$ cat config.mk
export PLATFORM = sky130hd
export DESIGN_NAME = pio_frac_clk_enable
export DESIGN_NICKNAME = d
export VERILOG_FILES = /design/src/rtl/pio_clk_pkg.sv /design/src/rtl/pio_frac_acc.sv /design/src/rtl/pio_frac_clk_enable.sv
export SDC_FILE = /design/constraint.sdc
export NUM_CORES = 1
export LEC_CHECK = 0
export ABC_AREA = 1
export CORE_MARGIN = 2
export CORE_UTILIZATION = 25
export DETAILED_ROUTE_END_ITERATION = 7
export SKIP_CTS_REPAIR_TIMING = 1
export SLEW_MARGIN = 10
export SYNTH_ARGS = -nofsm -noshare
export SYNTH_HDL_FRONTEND = slang
export SYNTH_SLANG_ARGS = --single-unit
$ cat constraint.sdc
create_clock -name clock -period 10.4 [get_ports clock]
set_input_delay 3.12 -clock clock [delete_from_list [all_inputs] [get_ports clock]]
set_output_delay 3.12 -clock clock [all_outputs]
set_load 0.03 [all_outputs]
$ cat src/rtl/pio_clk_pkg.sv
// Shared definitions for the PIO fractional clock-enable generator.
//   INT_W / FRAC_W  : integer and fractional divisor widths
//   CNT_W           : phase counter width, one bit wider than INT_W so a
//                     period of 2^INT_W cycles is representable
//   clkdiv_cfg_t    : {integer divisor, fractional divisor} pair
//   CLKDIV_PASSTHRU : integer divisor value selecting pass-through
//   period_len()    : period length = integer divisor + carry
package pio_clk_pkg;

  localparam int INT_W  = 16;
  localparam int FRAC_W = 8;
  localparam int CNT_W  = INT_W + 1;

  localparam logic [INT_W-1:0] CLKDIV_PASSTHRU = '0;

  typedef struct packed {
    logic [INT_W-1:0]  int_div;
    logic [FRAC_W-1:0] frac;
  } clkdiv_cfg_t;

  function automatic logic [CNT_W-1:0] period_len(input logic [INT_W-1:0] div_i,
                                                  input logic carry_i);
    return {1'b0, div_i} + {{(CNT_W-1){1'b0}}, carry_i};
  endfunction

endpackage

$ cat src/rtl/pio_frac_acc.sv
// Fractional phase accumulator.
//   clock, reset : system clock, synchronous active-high reset
//   clear        : start from zero this cycle (combined with advance it
//                  loads 0 + frac, so a fresh period never carries)
//   advance      : add frac into the accumulator (FRAC_W bits, wraps)
//   frac         : fractional increment
//   carry        : overflow of the add that advance would perform now
module pio_frac_acc
  import pio_clk_pkg::*;
(
  input  logic              clock,
  input  logic              reset,
  input  logic              clear,
  input  logic              advance,
  input  logic [FRAC_W-1:0] frac,
  output logic              carry
);

  logic [FRAC_W-1:0] acc_q;
  logic [FRAC_W-1:0] acc_d;
  logic [FRAC_W-1:0] base;
  logic [FRAC_W:0]   sum;

  always_comb begin
    base  = clear ? '0 : acc_q;
    sum   = {1'b0, base} + {1'b0, frac};
    acc_d = acc_q;
    if (advance) begin
      acc_d = sum[FRAC_W-1:0];
    end else if (clear) begin
      acc_d = '0;
    end
  end

  always_ff @(posedge clock) begin
    if (reset) begin
      acc_q <= '0;
    end else begin
      acc_q <= acc_d;
    end
  end

  assign carry = sum[FRAC_W];

endmodule

$ cat src/rtl/pio_frac_clk_enable.sv
// Fractional clock-enable generator for a PIO state machine.
// Average tick rate is clock / (div_int + div_frac/2^FRAC_W); div_int == 0
// is pass-through (a tick for every enabled cycle).
//   clock, reset       : system clock, synchronous active-high reset
//   enable             : run; low freezes the phase without clearing it
//   restart            : clear phase counter and accumulator
//   cfg_wr/cfg_int/cfg_frac : configuration write
//   tick               : registered one-cycle enable
//   cfg_pending        : a written config waits for the period boundary
//   div_int/div_frac   : active divisor readback
//
// Timing model: the phase counter counts enabled clock edges. A period is
// L = div_int + carry edges; the edge that completes the count registers
// tick, so tick is high in the cycle after that edge. The next enabled edge
// starts the following period: the accumulator advances, a pending config
// is applied and the new L is fixed. The restart edge itself counts as the
// first edge of a period, giving a first tick N cycles after restart.
module pio_frac_clk_enable
  import pio_clk_pkg::*;
(
  input  logic              clock,
  input  logic              reset,
  input  logic              enable,
  input  logic              restart,
  input  logic              cfg_wr,
  input  logic [INT_W-1:0]  cfg_int,
  input  logic [FRAC_W-1:0] cfg_frac,
  output logic              tick,
  output logic              cfg_pending,
  output logic [INT_W-1:0]  div_int,
  output logic [FRAC_W-1:0] div_frac
);

  logic [CNT_W-1:0] cnt_q, cnt_d;
  logic             carry_q, carry_d;
  logic             tick_q, tick_d;
  logic             pend_q, pend_d;
  clkdiv_cfg_t      shadow_q, shadow_d;
  clkdiv_cfg_t      active_q, active_d;

  clkdiv_cfg_t      wr_cfg;
  clkdiv_cfg_t      sel_cfg;
  logic [CNT_W-1:0] cur_len;
  logic             boundary;
  logic             acc_clear;
  logic             acc_adv;
  logic             acc_carry;

  assign wr_cfg  = '{int_div: cfg_int, frac: cfg_frac};
  assign cur_len = period_len(active_q.int_div, carry_q);
  // ">=" rather than "==": a divisor written while disabled may shrink the
  // current period below the count already reached, and pass-through has L=0.
  assign boundary = enable && !restart && (cnt_q >= cur_len);

  // Config used for the period starting on this edge, and accumulator
  // control. Kept apart from the next-state block because the carry
  // returned by the accumulator depends on these signals.
  always_comb begin
    sel_cfg   = active_q;
    acc_clear = 1'b0;
    acc_adv   = 1'b0;
    if (restart) begin
      sel_cfg   = cfg_wr ? wr_cfg : active_q;
      acc_clear = 1'b1;
      acc_adv   = (sel_cfg.int_div != CLKDIV_PASSTHRU);
    end else if (boundary) begin
      sel_cfg = pend_q ? shadow_q : active_q;
      acc_adv = (sel_cfg.int_div != CLKDIV_PASSTHRU);
    end
  end

  pio_frac_acc u_acc (
    .clock   (clock),
    .reset   (reset),
    .clear   (acc_clear),
    .advance (acc_adv),
    .frac    (sel_cfg.frac),
    .carry   (acc_carry)
  );

  always_comb begin
    cnt_d    = cnt_q;
    carry_d  = carry_q;
    tick_d   = 1'b0;
    pend_d   = pend_q;
    shadow_d = shadow_q;
    active_d = active_q;
    if (restart) begin
      // Restart never ticks on its own edge; a config written alongside it
      // takes effect at once and drops anything pending.
      active_d = sel_cfg;
      if (cfg_wr) begin
        pend_d = 1'b0;
      end
      carry_d = 1'b0;
      cnt_d   = CNT_W'(1);
    end else if (!enable) begin
      if (cfg_wr) begin
        active_d = wr_cfg;
        pend_d   = 1'b0;
      end
    end else begin
      if (boundary) begin
        active_d = sel_cfg;
        pend_d   = 1'b0;
        carry_d  = acc_adv & acc_carry;
        cnt_d    = CNT_W'(1);
      end else begin
        cnt_d = cnt_q + CNT_W'(1);
      end
      tick_d = (cnt_d >= period_len(active_d.int_div, carry_d));
      // A write on the boundary edge belongs to the period just started.
      if (cfg_wr) begin
        shadow_d = wr_cfg;
        pend_d   = 1'b1;
      end
    end
  end

  always_ff @(posedge clock) begin
    if (reset) begin
      cnt_q    <= '0;
      carry_q  <= 1'b0;
      tick_q   <= 1'b0;
      pend_q   <= 1'b0;
      shadow_q <= '0;
      active_q <= '0;
    end else begin
      cnt_q    <= cnt_d;
      carry_q  <= carry_d;
      tick_q   <= tick_d;
      pend_q   <= pend_d;
      shadow_q <= shadow_d;
      active_q <= active_d;
    end
  end

  assign tick        = tick_q;
  assign cfg_pending = pend_q;
  assign div_int     = active_q.int_div;
  assign div_frac    = active_q.frac;

endmodule

After elaboration in Yosys (flattened, before gate mapping):

Cells that the tools add are included.

* mux-type cells: 27
* order comparisons: 2
* equal/unequal tests: 2
* reduce and logical (&&, ||, !) cells: 9
* bitwise operators: 3
* add/subtract/negate cells: 4

Operator list (number)
* $mux W24: 9
* $mux W17: 3
* $add A16 B1 Y17: 2
* $ge A17 B17 Y1: 2
* $reduce_bool A16 Y1: 2
* $add A17 B1 Y17 const B: 1
* $mux W8: 2
* $mux W1: 13
* $add A8 B8 Y9: 1
* $ne A4 B1 Y1 const B: 1
* $ne A3 B1 Y1 const B: 1
* $reduce_and A3 Y1: 1
* $reduce_or A3 Y1: 1
* $logic_and A1 B1 Y1: 2
* $not A1 Y1: 2
* $reduce_bool A2 Y1: 1
* $reduce_or A2 Y1: 1
* $and A1 B1 Y1: 1
* $logic_not A1 Y1: 1

* word-level logic and storage cells: 57
* bits of input ports: 29
* bits in registers: 76

Logic depth before layout (Yosys ltp):

* word-level depth: 12
* mapped depth: 51
* depth with buffers taken out: 50

By module:

From an unflattened synthesis, not the netlist that was laid out.

* cell total of the unflattened synthesis: 1027
* area, all modules: 6406.1 um2

Modules (own cells, without submodules)
* pio_frac_clk_enable: cells an instance 916, seq. area each 1361.3 um2, area an instance 5676.7 um2, instances 1
* pio_frac_acc: cells an instance 111, seq. area each 160.2 um2, area an instance 729.4 um2, instances 1

Worst setup path after synthesis:

Ideal clock, no wire load.

* kind: in2reg
* start: input port enable
* end: register tick_q, in the netlist tick
* data arrival time: 7.461 ns
* slack: 2.823 ns
* library setup time: 0.116 ns
* stages on the path: 37
* path buffers: 2
* data required time: 10.284 ns
* path through: buf_2 inv_2 nor2_2 nand2_4 buf_6 nor2_1 inv_1 nand2_1 nand3_1 o21a_1 ha_1 fa_1 nand3_1 nand2_1 nand2_1 nand2_1 a21oi_1 nor2_1 o21a_1 o21bai_1 nand2_1 ha_1 ha_1 nand2_2 nor2_4 nand2_2 nor2_2 xor2_1 ha_1 nand2_1 inv_1 o21ai_0 nand2_1 o21ai_0 a21oi_1 o211ai_1 inv_1

* cells in the longest elaborated chain, start to end: 11
* elaborated cells on any way between the ends: 21
* classes of those cells: add/sub (2); order compare (1); mux (13); bitwise (2); reduce/logical (3)

Ends and longest elaborated chain
* start, declared: RTL line pio_frac_clk_enable.sv:23 `input logic enable,`
* $logic_and A1 B1 Y1 (2 in a row): RTL line pio_frac_clk_enable.sv:53 `assign boundary = enable && !restart && (cnt_q >= cur_len);`
* $mux W24: RTL line pio_frac_clk_enable.sv:66 `end else if (boundary) begin`
* $mux W24: RTL line pio_frac_clk_enable.sv:62 `if (restart) begin`
* $add A8 B8 Y9: RTL line pio_frac_acc.sv:26 `sum = {1'b0, base} + {1'b0, frac};`
* $and A1 B1 Y1: RTL line pio_frac_clk_enable.sv:106 `carry_d = acc_adv & acc_carry;`
* $mux W1: RTL line pio_frac_clk_enable.sv:103 `if (boundary) begin`
* $mux W1: RTL line pio_frac_clk_enable.sv:97 `end else if (!enable) begin`
* $mux W1: RTL line pio_frac_clk_enable.sv:88 `if (restart) begin`
* $add A16 B1 Y17: RTL line pio_clk_pkg.sv:23 `return {1'b0, div_i} + {{(CNT_W-1){1'b0}}, carry_i};`
* $ge A17 B17 Y1: RTL line pio_frac_clk_enable.sv:111 `tick_d = (cnt_d >= period_len(active_d.int_div, carry_d));`
* end signal, assigned: RTL line pio_frac_clk_enable.sv:131 `tick_q <= tick_d;`
* end, declared: RTL line pio_frac_clk_enable.sv:36 `logic tick_q, tick_d;`

Parallel ways exist; a longest one is shown, timed or not. The select of a mux whose other input is x is not followed.
A chain may end at the register's enable or synchronous reset.

Worst setup path after layout:

Ends and elaborated chain as after synthesis.

==> summary.md <==
| Metric | Value |
|---|---|
| Status | finished clean |
| GPL Wtd Cong | 0.909 |
| Die X | 164 µm |
| First-iteration detailed-routing DRC count | 365 |
| P_leak | 3.35 nW |
| GRT overflow | 0 |
| Synth area leaders | dfxtp_1 24%, nand2_1 15%, ha_1 9.2% |
| Netlist cell types | 39 |
| Die span in y | 164 µm |
| Peak VDD IR | 0.0711 mV |
| Asr flop ratio synth | 0 |
| Clock Tree Buf Depth | 2 |
| Final Cell Area | 0.00749 mm² |
| Fmax | 117 MHz |
| Clock Sinks | 76 |
| Filler Cell Count | 2,758 |
| Pwr Density | 122 mW/mm² |
| Worst Path Arrival | 8.77 ns |
| Clock Skews | 0.00962 ns |
| # DRC | 0 |
| Synth Instances | 1,002 |
| Setup crit end kind | register |
| Initial core utilization | 0.254 |
| Drt total wl | 18.8 mm |
| Syn_nets | 1,079 |
| Site Rows | 58 |
| Seq pwr share | 0.357 |
| Vias in the first global route | 5,983 |
| Initial DRT Pass Iterations | 5 |
| Clock share of power | 0.361 |
| Maximum fanout along the worst path | 41 |
| Share of cells above drive strength 1 | 0.0773 |
| RSZ-0062 raised after global routing | no |
| Slew Limit Fails | 0 |
| Vias per std cell | 4.69 |
| CTS tree | done |
| Area leader, netlist | dfxtp_1 |
| CTS clock-pin slew for the worst setup and hold paths | 0.07 ns |
| Most used DFF post-synth | dfxtp_1 |
| Commonest cells in the netlist | 248 x nand2_1, 130 x inv_1, 102 x o21ai_0, 76 x dfxtp_1, 69 x a21oi_1 |
| Post-DP Area | 0.00719 mm² |
| GRT Resource Usage Total | 0.144 |
| Worst hold path class | register to register |
| Post-synth top area share | 0.238 |
| EDFF count, synth | 0 |
| Max-Cap Viols | 0 |
| Fin crit share | 0.821 |
| Later-pin clock latency in the skew report | 0.35 ns |
| HPWL after DPL | 14.0 mm |
| Flops & latches, synth | 76 |
| H-tree depth | 3 |
| Req. time, crit path | 10.64 ns |
| Setup tns final | 0 ns |
| Port Buf Inserts | 54 |
| Slew @ Worst Pin | 1.21 ns |
| Hold Fails Final Rpt | 0 |
| Slowest cell delay on critical path | 0.46 ns |
| Largest net degree at the start of global routing | 74 |
| Nets | 1,107 |
| Int Pwr | 0.594 mW |
| Vias | 6,397 |
| ANT cells | 0 |
| Die Footprint | 0.0269 mm² |
| Logic gate share of total power | 0.281 |
| Global-route wire length before repair | 30.6 mm |
| Root Buffer | clkbuf_16 |
| Most frequent cell after synthesis | nand2_1 |
| Antenna viol nets, final | 0 |
| Syn avg cell area | 6.39 µm² |
| Fin crit period | 8.53 ns |
| Syn-to-layout area delta | 16.9% |
| Cell mode on critical path | nand2_1 |
| Ys Warns | 0 |
| Sw Ratio | 0.350 |
| Setup Viol. Count Final | 0 |
| Num CTS Buffers | 9 |
| Sw power | 0.320 mW |
| Worst setup SP type | input port |
| Register area share after synthesis | 0.238 |
| Initial antenna violation count | 0 |
| Io pins | 55 |
| Drt wl/cell | 13.8 µm |
| Core ar. | 0.0252 mm² |
| CP Class | input port to register |
| Slowest stage cell, crit path | clkdlybuf4s50_1 |
| Area of the mapped netlist | 0.00640 mm² |
| Max_slew headroom | 0.191 |
[layout by cell type, fill, tap and decap left out, types with 18 or more instances in the layout]
master	count
o21ai_0	102
nand2_2	18
clkdlybuf4s50_1	53
xor2_1	22
inv_1	129
a21oi_1	69
nand3_1	51
nand2_1	248
nor2_1	63
o211ai_1	20
ha_1	47
dfxtp_1	76
[final timing paths]
path	start	endpoint	slack, ns	depth (start not counted)
max	enable	tick	1.87	37
min reg2reg	shadow_q[11]	shadow_q[11]	0.45	2
min	shadow_q[11]	shadow_q[11]	0.45	2
max reg2reg	div_int[0]	tick	2.52	48
[layer usage]
metal	vias up	global-route usage	part of all wire
li1	3317	-	-
met1	2917	0.179	0.45
met2	140	0.252	0.48
met3	23	0.0280	0.043
met4	0	0.0415	0.023
met5	-	0	0
[sequential cells by signal, summed over array words and instances, names as in the netlist]
| name | flops |
|---|---|
| cfg_pending | 1 |
| div_int | 16 |
| tick | 1 |
| shadow_q | 24 |
| cnt_q | 17 |
| div_frac | 8 |
| u_acc.acc_q | 8 |
| carry_q | 1 |
[metrics by stage]
step                total power [mW]   util  instances  setup WS (ns)  hold slack (ns)
floorplan                      0.513      -       1002           2.82            0.429
global placement               0.586  0.285       1349           1.67            0.443
detailed placement             0.589  0.285       1349           1.52            0.448
CTS                            0.921  0.297       1365           1.89            0.459
global route                   0.966  0.297       1365           1.24            0.478
finish                         0.913  0.297       1365           1.87            0.455
[critical path: cells and delay by family]
kind                     cells  cell delay (ns)
buffers and inverters        6             1.06
AO/OA/AOI/OAI                8             1.19
XOR/XNOR                     1             0.14
adder cells (fa/ha/maj)      5             1.42
AND/OR/NAND/NOR             17             1.81
[cells by family after synthesis]
family                     after synthesis  share of synthesized area
AOI/OAI and AO/OA                      216                      0.185
adders and majority gates               48                     0.0949
and+or+nand+nor                        456                      0.331
DFF                                     76                      0.238
buffers and inverters                  179                      0.115
xor gates and xnor gates                27                     0.0369
[cell type report]
cell class	count	area, µm²	share of cell area
Sequential cell	76	1520	0.203
Clock buffer	11	243	0.0324
Multi-Input combinational cell	747	4150	0.554
Timing Repair Buffer	63	603	0.0805
Inverter	133	499	0.0667
Clock inverter	5	61.3	0.00819
Tap cell	330	413	0.0551
[power groups by stage]
| stage | registers (mW) | logic, mW | clock network [mW] |
|---|---|---|---|
| after global routing | 0.328 | 0.289 | 0.348 |
| after CTS | 0.326 | 0.258 | 0.337 |
| after detailed placement | 0.333 | 0.256 | 0 |
| after floorplan | 0.341 | 0.171 | 0 |
| final | 0.326 | 0.257 | 0.330 |
| after global placement | 0.332 | 0.254 | 0 |
Power figures use the tool's default switching activity.
==> variant, RTL diff (same settings) <==
Set the package constant `INT_W` to 32 (it was 16).
--- a/src/rtl/pio_clk_pkg.sv
+++ b/src/rtl/pio_clk_pkg.sv
@@ -9,3 +9,3 @@
 
-  localparam int INT_W  = 16;
+  localparam int INT_W  = 32;
   localparam int FRAC_W = 8;
Ports: changed (resized cfg_int and div_int); port bits go from 55 to 87. The function was not compared with the original's and may differ.
==> variant against the original RTL <==
- synthesized cell count grew 70%
- core utilization increased by 0.057 points
- hold slack got worse by 0.60 ps
- critical path depth up 17
- routed wire length grew 95%
- cell area increased by 67%
- power rose by 67%
- synthesized area grew 65%
- setup slack lost 340 ps
- combinational power up 52%
- die area increased by 64%
- clock power rose by 82%
- sequential cell count is 48 higher
==> variant: results (changes against the original RTL) <==
stage,metric,value,unit,change
run_status,status,completed,,
power_and_ir_drop,Leakage,5.27,nW,+58%
layout,Layout Nets,1875,,+69%
place,port buffer count,86,,+59%
drt,routed wl met2,17000,microns,+88%
synth,"Distinct cells, synth",53,,+36%
place,placed insts,2270,,+68%
synth,post-synthesis net count,1830,,+70%
synth,top cell type's share of synthesized area,23.4,%,-0.33 points
synth,Post-Synth XOR/XNOR Area,4.71,%,+1.0 points
place,post-DP HPWL,28600,microns,+100%
worst_setup_path,CP Max Fanout,31,,-24%
sta,Worst-Margin Slew,908,ps,-298 ps
place,Final GP Congestion,0.960,,+5.6%
global_route,global-route wire length before repair,58400,microns,+91%
global_route,total track usage,16.7,%,+2.3 points
synth,list of most frequent post-synthesis cells,"nand2_1, inv_1, o21ai_0, nor2_1, dfxtp_1",,
power_and_ir_drop,Comb group,0.390,mW,+52%
drt,DR vias,11100,,+74%
clock_tree,clk_lat worst skew,430,ps,+80 ps
power_and_ir_drop,worst vdd ir,0.0000987,V,+39%
drt,DRT Wirelength,36600,microns,+95%
worst_setup_path,FF-to-FF setup slack,1530,ps,-990 ps
power_and_ir_drop,cell internal pwr,0.974,mW,+64%
power_and_ir_drop,Sequential Power,0.534,mW,+64%
global_route,largest net degree at the start of global routing,89,,+20%
drt,routed vias/inst,4.84,,+3.3%
worst_setup_path,FF-to-FF path depth,54,,+13%
worst_setup_path,critical path's slowest cell,a2111oi_0,,
place,instance area at placement,11900,sq um,+66%
global_route,met2 GRT Util,27.8,%,+2.6 points
## variant: cell types whose count changed after synthesis, moves of 25 or more
cell,delta
nand2_1,+187
nor2_1,+91
inv_1,+73
o21ai_0,+62
nand3_1,+50
dfxtp_1,+48
a21oi_1,+37
ha_1,+32
clkbuf_1,+25
xor2_1,+25
## variant: worst min path at each step
stage	from	endpoint	slack (ps)	cells after the start
after global placement	shadow_q[22]	shadow_q[22]	440	2
after detailed placement	shadow_q[30]	shadow_q[30]	450	2
final	shadow_q[30]	shadow_q[30]	450	2
after CTS	shadow_q[30]	shadow_q[30]	460	2
after floorplan	shadow_q[22]	shadow_q[22]	430	2
after global routing	shadow_q[30]	shadow_q[30]	480	2
## variant: area by class of cell
type / instances / area, sq um
flip-flops and latches: 124 / 2480
repair buffers: 97 / 941
clock buffers: 18 / 439
multi-input cells: 1297 / 7000
well taps: 539 / 674
fillers: 4711 / 29400
inverters: 213 / 800
clock inverters: 14 / 136
